**src/rtl/lpddr_burst_seq_pkg.sv**
```systemverilog
// Shared types and constants for the LPDDR burst sequencer.
//   - seq_state_e : sequencer FSM states
//   - strobe_t    : one bit per single-cycle strobe driven towards lpddr_control
//   - BURST_LEN, counter widths
package lpddr_seq_pkg;

    localparam int unsigned BURST_LEN   = 32;
    localparam int unsigned WORD_CNT_W  = 5;
    localparam int unsigned BURST_CNT_W = 8;
    localparam int unsigned STROBE_W    = 8;

    typedef enum logic [3:0] {
        StIdle,
        StWrRst,
        StWFill,
        StWCmd,
        StWDrain,
        StWInc,
        StRdRst,
        StRCmd,
        StRPop,
        StRInc,
        StDone
    } seq_state_e;

    typedef struct packed {
        logic cmd_en_wr;
        logic wr_en_pls;
        logic addr_rst_wr;
        logic addr_inc_wr;
        logic cmd_en_rd;
        logic rd_en_pls;
        logic addr_rst_rd;
        logic addr_inc_rd;
    } strobe_t;

endpackage

```
**src/rtl/lpddr_burst_seq_strobe_gap.sv**
```systemverilog
// Single-cycle strobe register with a shared settle counter.
//   clk_i    : clock
//   rst_ni   : synchronous active-low reset
//   req_i    : strobes to fire next cycle (caller only requests while ready_o=1)
//   strobe_o : registered strobes, high for exactly one cycle
//   ready_o  : at least Settle low cycles have followed the last strobe
module lpddr_strobe_gap
    import lpddr_seq_pkg::*;
#(
    parameter int unsigned Width  = STROBE_W,
    parameter int unsigned Settle = 3
) (
    input  logic             clk_i,
    input  logic             rst_ni,
    input  logic [Width-1:0] req_i,
    output logic [Width-1:0] strobe_o,
    output logic             ready_o
);

    localparam int unsigned CntW = $clog2(Settle + 1);

    logic [CntW-1:0] cnt_q;

    // Loading Settle on the request cycle leaves the counter at zero exactly
    // Settle cycles after the strobe itself, so the next request lands on time.
    always_ff @(posedge clk_i) begin
        if (!rst_ni) begin
            strobe_o <= '0;
            cnt_q    <= '0;
        end else begin
            strobe_o <= req_i;
            if (|req_i) begin
                cnt_q <= CntW'(Settle);
            end else if (cnt_q != '0) begin
                cnt_q <= cnt_q - 1'b1;
            end
        end
    end

    assign ready_o = (cnt_q == '0);

endmodule

```
**src/rtl/lpddr_burst_seq.sv**
```systemverilog
// Burst sequencer in front of lpddr_control: packs the s_* word stream into
// 32-word write bursts and unpacks 32-word read bursts onto the m_* stream.
// A transfer is NUM_BURSTS consecutive bursts from the base address.
//   clk_100mhz, sys_rst_n       : clock, synchronous active-low reset
//   c3_calib_done               : memory calibrated; starts ignored otherwise
//   start_wr, start_rd          : one-cycle transfer requests (write wins)
//   s_data/s_valid/s_ready      : write word stream in
//   m_data/m_valid/m_ready      : read word stream out
//   busy, done                  : transfer active, one-cycle completion
//   cmd_en_wr_a .. addr_incA_rd : single-cycle strobes to lpddr_control
//   wr_data_a                   : registered write word
//   wr_empty_a, wr_full_a       : MCB write-FIFO flags
//   rd_data_a, rd_empty_a       : MCB read-FIFO head word and empty flag
module lpddr_burst_seq
    import lpddr_seq_pkg::*;
#(
    parameter int unsigned NUM_BURSTS = 16,
    parameter int unsigned SETTLE     = 3
) (
    input  logic        clk_100mhz,
    input  logic        sys_rst_n,
    input  logic        c3_calib_done,
    input  logic        start_wr,
    input  logic        start_rd,
    input  logic [31:0] s_data,
    input  logic        s_valid,
    output logic        s_ready,
    output logic [31:0] m_data,
    output logic        m_valid,
    input  logic        m_ready,
    output logic        busy,
    output logic        done,
    output logic        cmd_en_wr_a,
    output logic        wr_en_pls_a,
    output logic        addr_rstA_wr,
    output logic        addr_incA_wr,
    output logic [31:0] wr_data_a,
    input  logic        wr_empty_a,
    input  logic        wr_full_a,
    output logic        cmd_en_rd_a,
    output logic        rd_en_pls_a,
    output logic        addr_rstA_rd,
    output logic        addr_incA_rd,
    input  logic [31:0] rd_data_a,
    input  logic        rd_empty_a
);

    seq_state_e             state_q, state_d;
    strobe_t                req, strobe;
    logic                   gap_ready;
    logic [WORD_CNT_W-1:0]  word_cnt_q, word_cnt_d;
    logic [BURST_CNT_W-1:0] burst_cnt_q, burst_cnt_d;
    logic                   last_pop_q, last_pop_d;
    logic [31:0]            wr_data_q, wr_data_d;
    logic [31:0]            m_data_q, m_data_d;
    logic                   m_valid_q, m_valid_d;
    logic                   word_last, burst_last, wr_hs, pop_go;

    lpddr_strobe_gap #(
        .Width  (STROBE_W),
        .Settle (SETTLE)
    ) u_gap (
        .clk_i    (clk_100mhz),
        .rst_ni   (sys_rst_n),
        .req_i    (req),
        .strobe_o (strobe),
        .ready_o  (gap_ready)
    );

    assign word_last  = (word_cnt_q == WORD_CNT_W'(BURST_LEN - 1));
    assign burst_last = (burst_cnt_q == BURST_CNT_W'(NUM_BURSTS - 1));
    assign wr_hs      = s_valid && s_ready;
    // last_pop_q marks that the 32nd word is out and only the hand-off remains
    assign pop_go     = (state_q == StRPop) && !last_pop_q && gap_ready && !rd_empty_a &&
                        !m_valid_q;

    // State register
    always_ff @(posedge clk_100mhz) begin
        if (!sys_rst_n) begin
            state_q <= StIdle;
        end else begin
            state_q <= state_d;
        end
    end

    // Next-state logic
    always_comb begin
        state_d = state_q;
        case (state_q)
            StIdle: begin
                if (c3_calib_done && start_wr) begin
                    state_d = StWrRst;
                end else if (c3_calib_done && start_rd) begin
                    state_d = StRdRst;
                end
            end
            StWrRst:  if (gap_ready) state_d = StWFill;
            StWFill:  if (wr_hs && word_last) state_d = StWCmd;
            StWCmd:   if (gap_ready) state_d = StWDrain;
            StWDrain: if (gap_ready && wr_empty_a) state_d = StWInc;
            StWInc:   if (gap_ready) state_d = burst_last ? StDone : StWFill;
            StRdRst:  if (gap_ready) state_d = StRCmd;
            StRCmd:   if (gap_ready) state_d = StRPop;
            StRPop:   if (last_pop_q && !m_valid_q) state_d = StRInc;
            StRInc:   if (gap_ready) state_d = burst_last ? StDone : StRCmd;
            StDone:   state_d = StIdle;
            default:  state_d = StIdle;
        endcase
    end

    // Output and datapath next-state logic
    always_comb begin
        req         = '0;
        s_ready     = 1'b0;
        busy        = (state_q != StIdle) && (state_q != StDone);
        done        = (state_q == StDone);
        word_cnt_d  = word_cnt_q;
        burst_cnt_d = burst_cnt_q;
        last_pop_d  = last_pop_q;
        wr_data_d   = wr_data_q;
        m_data_d    = m_data_q;
        m_valid_d   = m_valid_q && !m_ready;
        case (state_q)
            StWrRst: begin
                if (gap_ready) begin
                    req.addr_rst_wr = 1'b1;
                    word_cnt_d      = '0;
                    burst_cnt_d     = '0;
                end
            end
            StWFill: begin
                s_ready = gap_ready && !wr_full_a;
                if (s_valid && s_ready) begin
                    req.wr_en_pls = 1'b1;
                    wr_data_d     = s_data;
                    word_cnt_d    = word_cnt_q + 1'b1;
                end
            end
            StWCmd: if (gap_ready) req.cmd_en_wr = 1'b1;
            StWInc: begin
                if (gap_ready) begin
                    req.addr_inc_wr = 1'b1;
                    burst_cnt_d     = burst_cnt_q + 1'b1;
                end
            end
            StRdRst: begin
                if (gap_ready) begin
                    req.addr_rst_rd = 1'b1;
                    word_cnt_d      = '0;
                    burst_cnt_d     = '0;
                    last_pop_d      = 1'b0;
                end
            end
            StRCmd: if (gap_ready) req.cmd_en_rd = 1'b1;
            StRPop: begin
                if (pop_go) begin
                    req.rd_en_pls = 1'b1;
                    m_data_d      = rd_data_a;
                    m_valid_d     = 1'b1;
                    word_cnt_d    = word_cnt_q + 1'b1;
                    last_pop_d    = word_last;
                end else if (last_pop_q && !m_valid_q) begin
                    last_pop_d = 1'b0;
                end
            end
            StRInc: begin
                if (gap_ready) begin
                    req.addr_inc_rd = 1'b1;
                    burst_cnt_d     = burst_cnt_q + 1'b1;
                end
            end
            default: ;
        endcase
    end

    always_ff @(posedge clk_100mhz) begin
        if (!sys_rst_n) begin
            word_cnt_q  <= '0;
            burst_cnt_q <= '0;
            last_pop_q  <= 1'b0;
            wr_data_q   <= '0;
            m_data_q    <= '0;
            m_valid_q   <= 1'b0;
        end else begin
            word_cnt_q  <= word_cnt_d;
            burst_cnt_q <= burst_cnt_d;
            last_pop_q  <= last_pop_d;
            wr_data_q   <= wr_data_d;
            m_data_q    <= m_data_d;
            m_valid_q   <= m_valid_d;
        end
    end

    assign wr_data_a    = wr_data_q;
    assign m_data       = m_data_q;
    assign m_valid      = m_valid_q;
    assign cmd_en_wr_a  = strobe.cmd_en_wr;
    assign wr_en_pls_a  = strobe.wr_en_pls;
    assign addr_rstA_wr = strobe.addr_rst_wr;
    assign addr_incA_wr = strobe.addr_inc_wr;
    assign cmd_en_rd_a  = strobe.cmd_en_rd;
    assign rd_en_pls_a  = strobe.rd_en_pls;
    assign addr_rstA_rd = strobe.addr_rst_rd;
    assign addr_incA_rd = strobe.addr_inc_rd;

endmodule
```
**config.mk**
```make
export PLATFORM = sky130hd
export DESIGN_NAME = lpddr_burst_seq
export DESIGN_NICKNAME = d
export VERILOG_FILES = /design/src/rtl/lpddr_burst_seq_pkg.sv /design/src/rtl/lpddr_burst_seq_strobe_gap.sv /design/src/rtl/lpddr_burst_seq.sv
export SDC_FILE = /design/constraint.sdc
export NUM_CORES = 1
export LEC_CHECK = 0
export ABC_CLOCK_PERIOD_IN_PS = 3100
export CORE_MARGIN = 5
export CORE_UTILIZATION = 46
export DETAILED_ROUTE_END_ITERATION = 12
export GPL_ROUTABILITY_DRIVEN = 1
export PLACE_DENSITY = 0.87
export SLEW_MARGIN = 0
export SYNTH_ARGS = -nofsm -noshare
export SYNTH_HDL_FRONTEND = slang
export SYNTH_SLANG_ARGS = --single-unit
```
**constraint.sdc**
```tcl
create_clock -name clk_100mhz -period 3.1 [get_ports clk_100mhz]
set_input_delay 0.465 -clock clk_100mhz [delete_from_list [all_inputs] [get_ports clk_100mhz]]
set_output_delay 0.465 -clock clk_100mhz [all_outputs]
set_load 0.005 [all_outputs]
```
==> metrics.cfg <==
[sta]
rsz0062_at_grt=false
fin_tns_setup_ns=0
timing.fmax_mhz=365
min_period_over_period_pct=88.4
maxSlewViolCount=0
hold_viol_final=0
setup_viol=0
worst_pin_slew_ns=0.830
layout_min_cycle_time_ns=2.74
worst_clock_skew_ns=0.00764
maxSlewHeadroom_pct=44.6
finalWorstSetupSlack_ns=0.359

[setup_path]
slowest_delay_ns=0.70
slowest_stage=or4b_1
startpoint_type=register
required_ns=2.63
regToRegStartpoint=state_q[3]
crit_fanout=20
crit_type=reg2out
endpoint_kind=output port
arrival_ns=2.28
regToRegSetupSlack_ns=0.75
path_cells=or4b_1, nor3_1, clkdlybuf4s50_1
regToRegEndpoint=m_data[30]
reg2reg_depth=5

[route]
wl_per_cell_microns=14.9
drt_iter0_drc=161
firstDrtPassIters=4
ant_nets=0
vias_per_cell=5.23
num_vias=3675
drc=0
drt_wl_total_microns=10500

[global_routing]
grt_remaining_overflow=0
grt.total_usage_pct=21.1
antenna_found_initial=0
grt_max_degree=49
grt_pass1_wl_microns=17200
grt_pass1_vias=3689

[cts]
cts_setup_buffers=0
hold_buffers=0
clock-root-buffer=clkbuf_8
htree_num_levels=3
clock_latency_ns=0.35
clk_pin_slew_ns=0.09
ctsLongestPathBuffers=2
cts_tree=done
ctsResizeCount=0
cts_sinks=93
cts_buffers=9

[yosys]
synth-seq-area-share_pct=50.1
synth_seq_cells=93
synth-main-ff-cell=dfxtp_1
postSynthAreaPerCell_sq_um=8.06
synth_edf_count=0
synth_fp_nets=539
ys_warn_count=0
synth_cells=461
synthArstFlopShare_pct=0
ys_types=49
netlist_area_sq_um=3710

[final_layout]
layout.cells.most_common=clkdlybuf4s50_1
layout.nets=674
antennaDiodeCount=0
fillerInstances=639
synthToLayoutAreaGrowth_pct=48.3
layout-drive-gt1-share_pct=5.49
layout_common_cells=clkdlybuf4s50_1, nand2_1, dfxtp_1

[floorplan]
initial_core_util_pct=47.6
die-area_sq_um=9970
die_h_microns=99.9
fp.coreArea_sq_um=7810
ios=150
num_rows=32
die_w_microns=99.9

[worst_hold_path]
hold_class=reg2reg
hold_end=wr_data_a[25]
hold_start=wr_data_a[25]
min_delay_path_depth=2

[place]
gp_congestion=0.817
port_buffers=149
dp_hpwl_microns=7580
pre_cts_slack_ns=0.661

[pwr]
p_leak_nw=1.93
powerDensity_nw_per_um2=627
irDropWorstVdd_uv=365

[run_status]
outcome=finished, final reports clean

[flow_run]
maxCapViolCount=0

==> cell families (layout without fill, tap and decap cells) <==
logic type / Yosys count / in the layout / synth area share (%)
AO/OA/AOI/OAI: 104 / 104 / 16.3
buffers and inverters: 41 / 181 / 4.55
flip-flops: 93 / 93 / 50.1
XOR/XNOR: 9 / 9 / 2.12
multiplexers: 3 / 3 / 0.808
adder cells (fa/ha/maj): 4 / 4 / 1.35
AND/OR/NAND/NOR: 207 / 207 / 24.8
==> registers in the layout, summed over array words and instances, names as in the netlist <==
name / flops
burst_cnt_q: 8
m_data: 32
state_q: 4
word_cnt_q: 5
u_gap.cnt_q: 2
wr_data_a: 32
u_gap.strobe_o: 8
m_valid: 1
last_pop_q: 1
==> per-stage QoR <==
stage                     util, %  cell area, sq um  std cells  hold slack [ns]  power, mW
after floorplan                 -              3710        461            0.453       2.09
after global placement       67.4              5260        687            0.441       2.44
after detailed placement     67.4              5260        687            0.447       2.49
after CTS                    70.5              5510        703            0.459       3.46
after global routing         70.5              5510        703            0.475       3.64
final                        70.5              5510        703            0.456       3.45
==> critical path, delay by kind of cell (launching register included) <==
kind / cells / cell delay, ns
flops: 1 / 0.52
simple gates: 2 / 0.88
buf+inv: 1 / 0.53
==> report_power, final <==
| group | total [mW] | switching (mW) | leakage (nW) | internal [mW] |
|---|---|---|---|---|
| Combinational | 1.09 | 0.579 | 1.07 | 0.512 |
| Clock | 0.976 | 0.436 | 0.116 | 0.540 |
| Sequential | 1.39 | 0.0999 | 0.751 | 1.29 |
| Total | 3.45 | 1.12 | 1.93 | 2.34 |
==> cell type report <==
class | instances | area, sq um | share of cell area [%]
clock inverters | 7 | 123 | 2.23
repair buffers | 158 | 1560 | 28.3
flip-flops and latches | 93 | 1860 | 33.8
multi-input cells | 327 | 1690 | 30.6
well taps | 102 | 128 | 2.32
clock buffers | 9 | 124 | 2.25
inverters | 7 | 26.3 | 0.477
==> synthesized netlist by cell type, drive strengths merged, types with 3 or more instances <==
master | n | area [sq um]
buf | 10 | 52.6
ha | 4 | 50.1
and3 | 8 | 50.1
nor2b | 4 | 25.0
dfxtp | 93 | 1860
nand3 | 7 | 35.0
or3 | 3 | 18.8
inv | 7 | 26.3
o21ai | 9 | 45.0
nand2b | 3 | 18.8
mux2i | 3 | 30.0
nand2 | 140 | 526
clkbuf | 24 | 90.1
xor2 | 8 | 70.1
nor3 | 4 | 31.3
nor2 | 21 | 78.8
a211oi | 3 | 22.5
a21oi | 74 | 370
==> layer usage <==
| metal | vias up | global-route usage (%) | wire (microns) |
|---|---|---|---|
| met5 | - | 0 | 0 |
| met4 | 0 | 8.82 | 261 |
| met3 | 26 | 8.48 | 1060 |
| met2 | 156 | 35.0 | 5040 |
| met1 | 1680 | 23.9 | 4140 |
| li1 | 1813 | - | - |
==> worst max path at each step <==
stage               startpoint             to  slack [ns]  cells after the start
CTS                 state_q[0]        s_ready        0.35                      3
finish              state_q[0]        s_ready        0.36                      3
detailed placement  rd_empty_a     m_data[30]        0.66                      6
global route        state_q[0]        s_ready        0.27                      3
global placement    rd_empty_a      m_data[4]        0.69                      6
floorplan           state_q[0]  word_cnt_q[3]        1.23                      6
No activity file was read; power rests on OpenSTA's default activity.
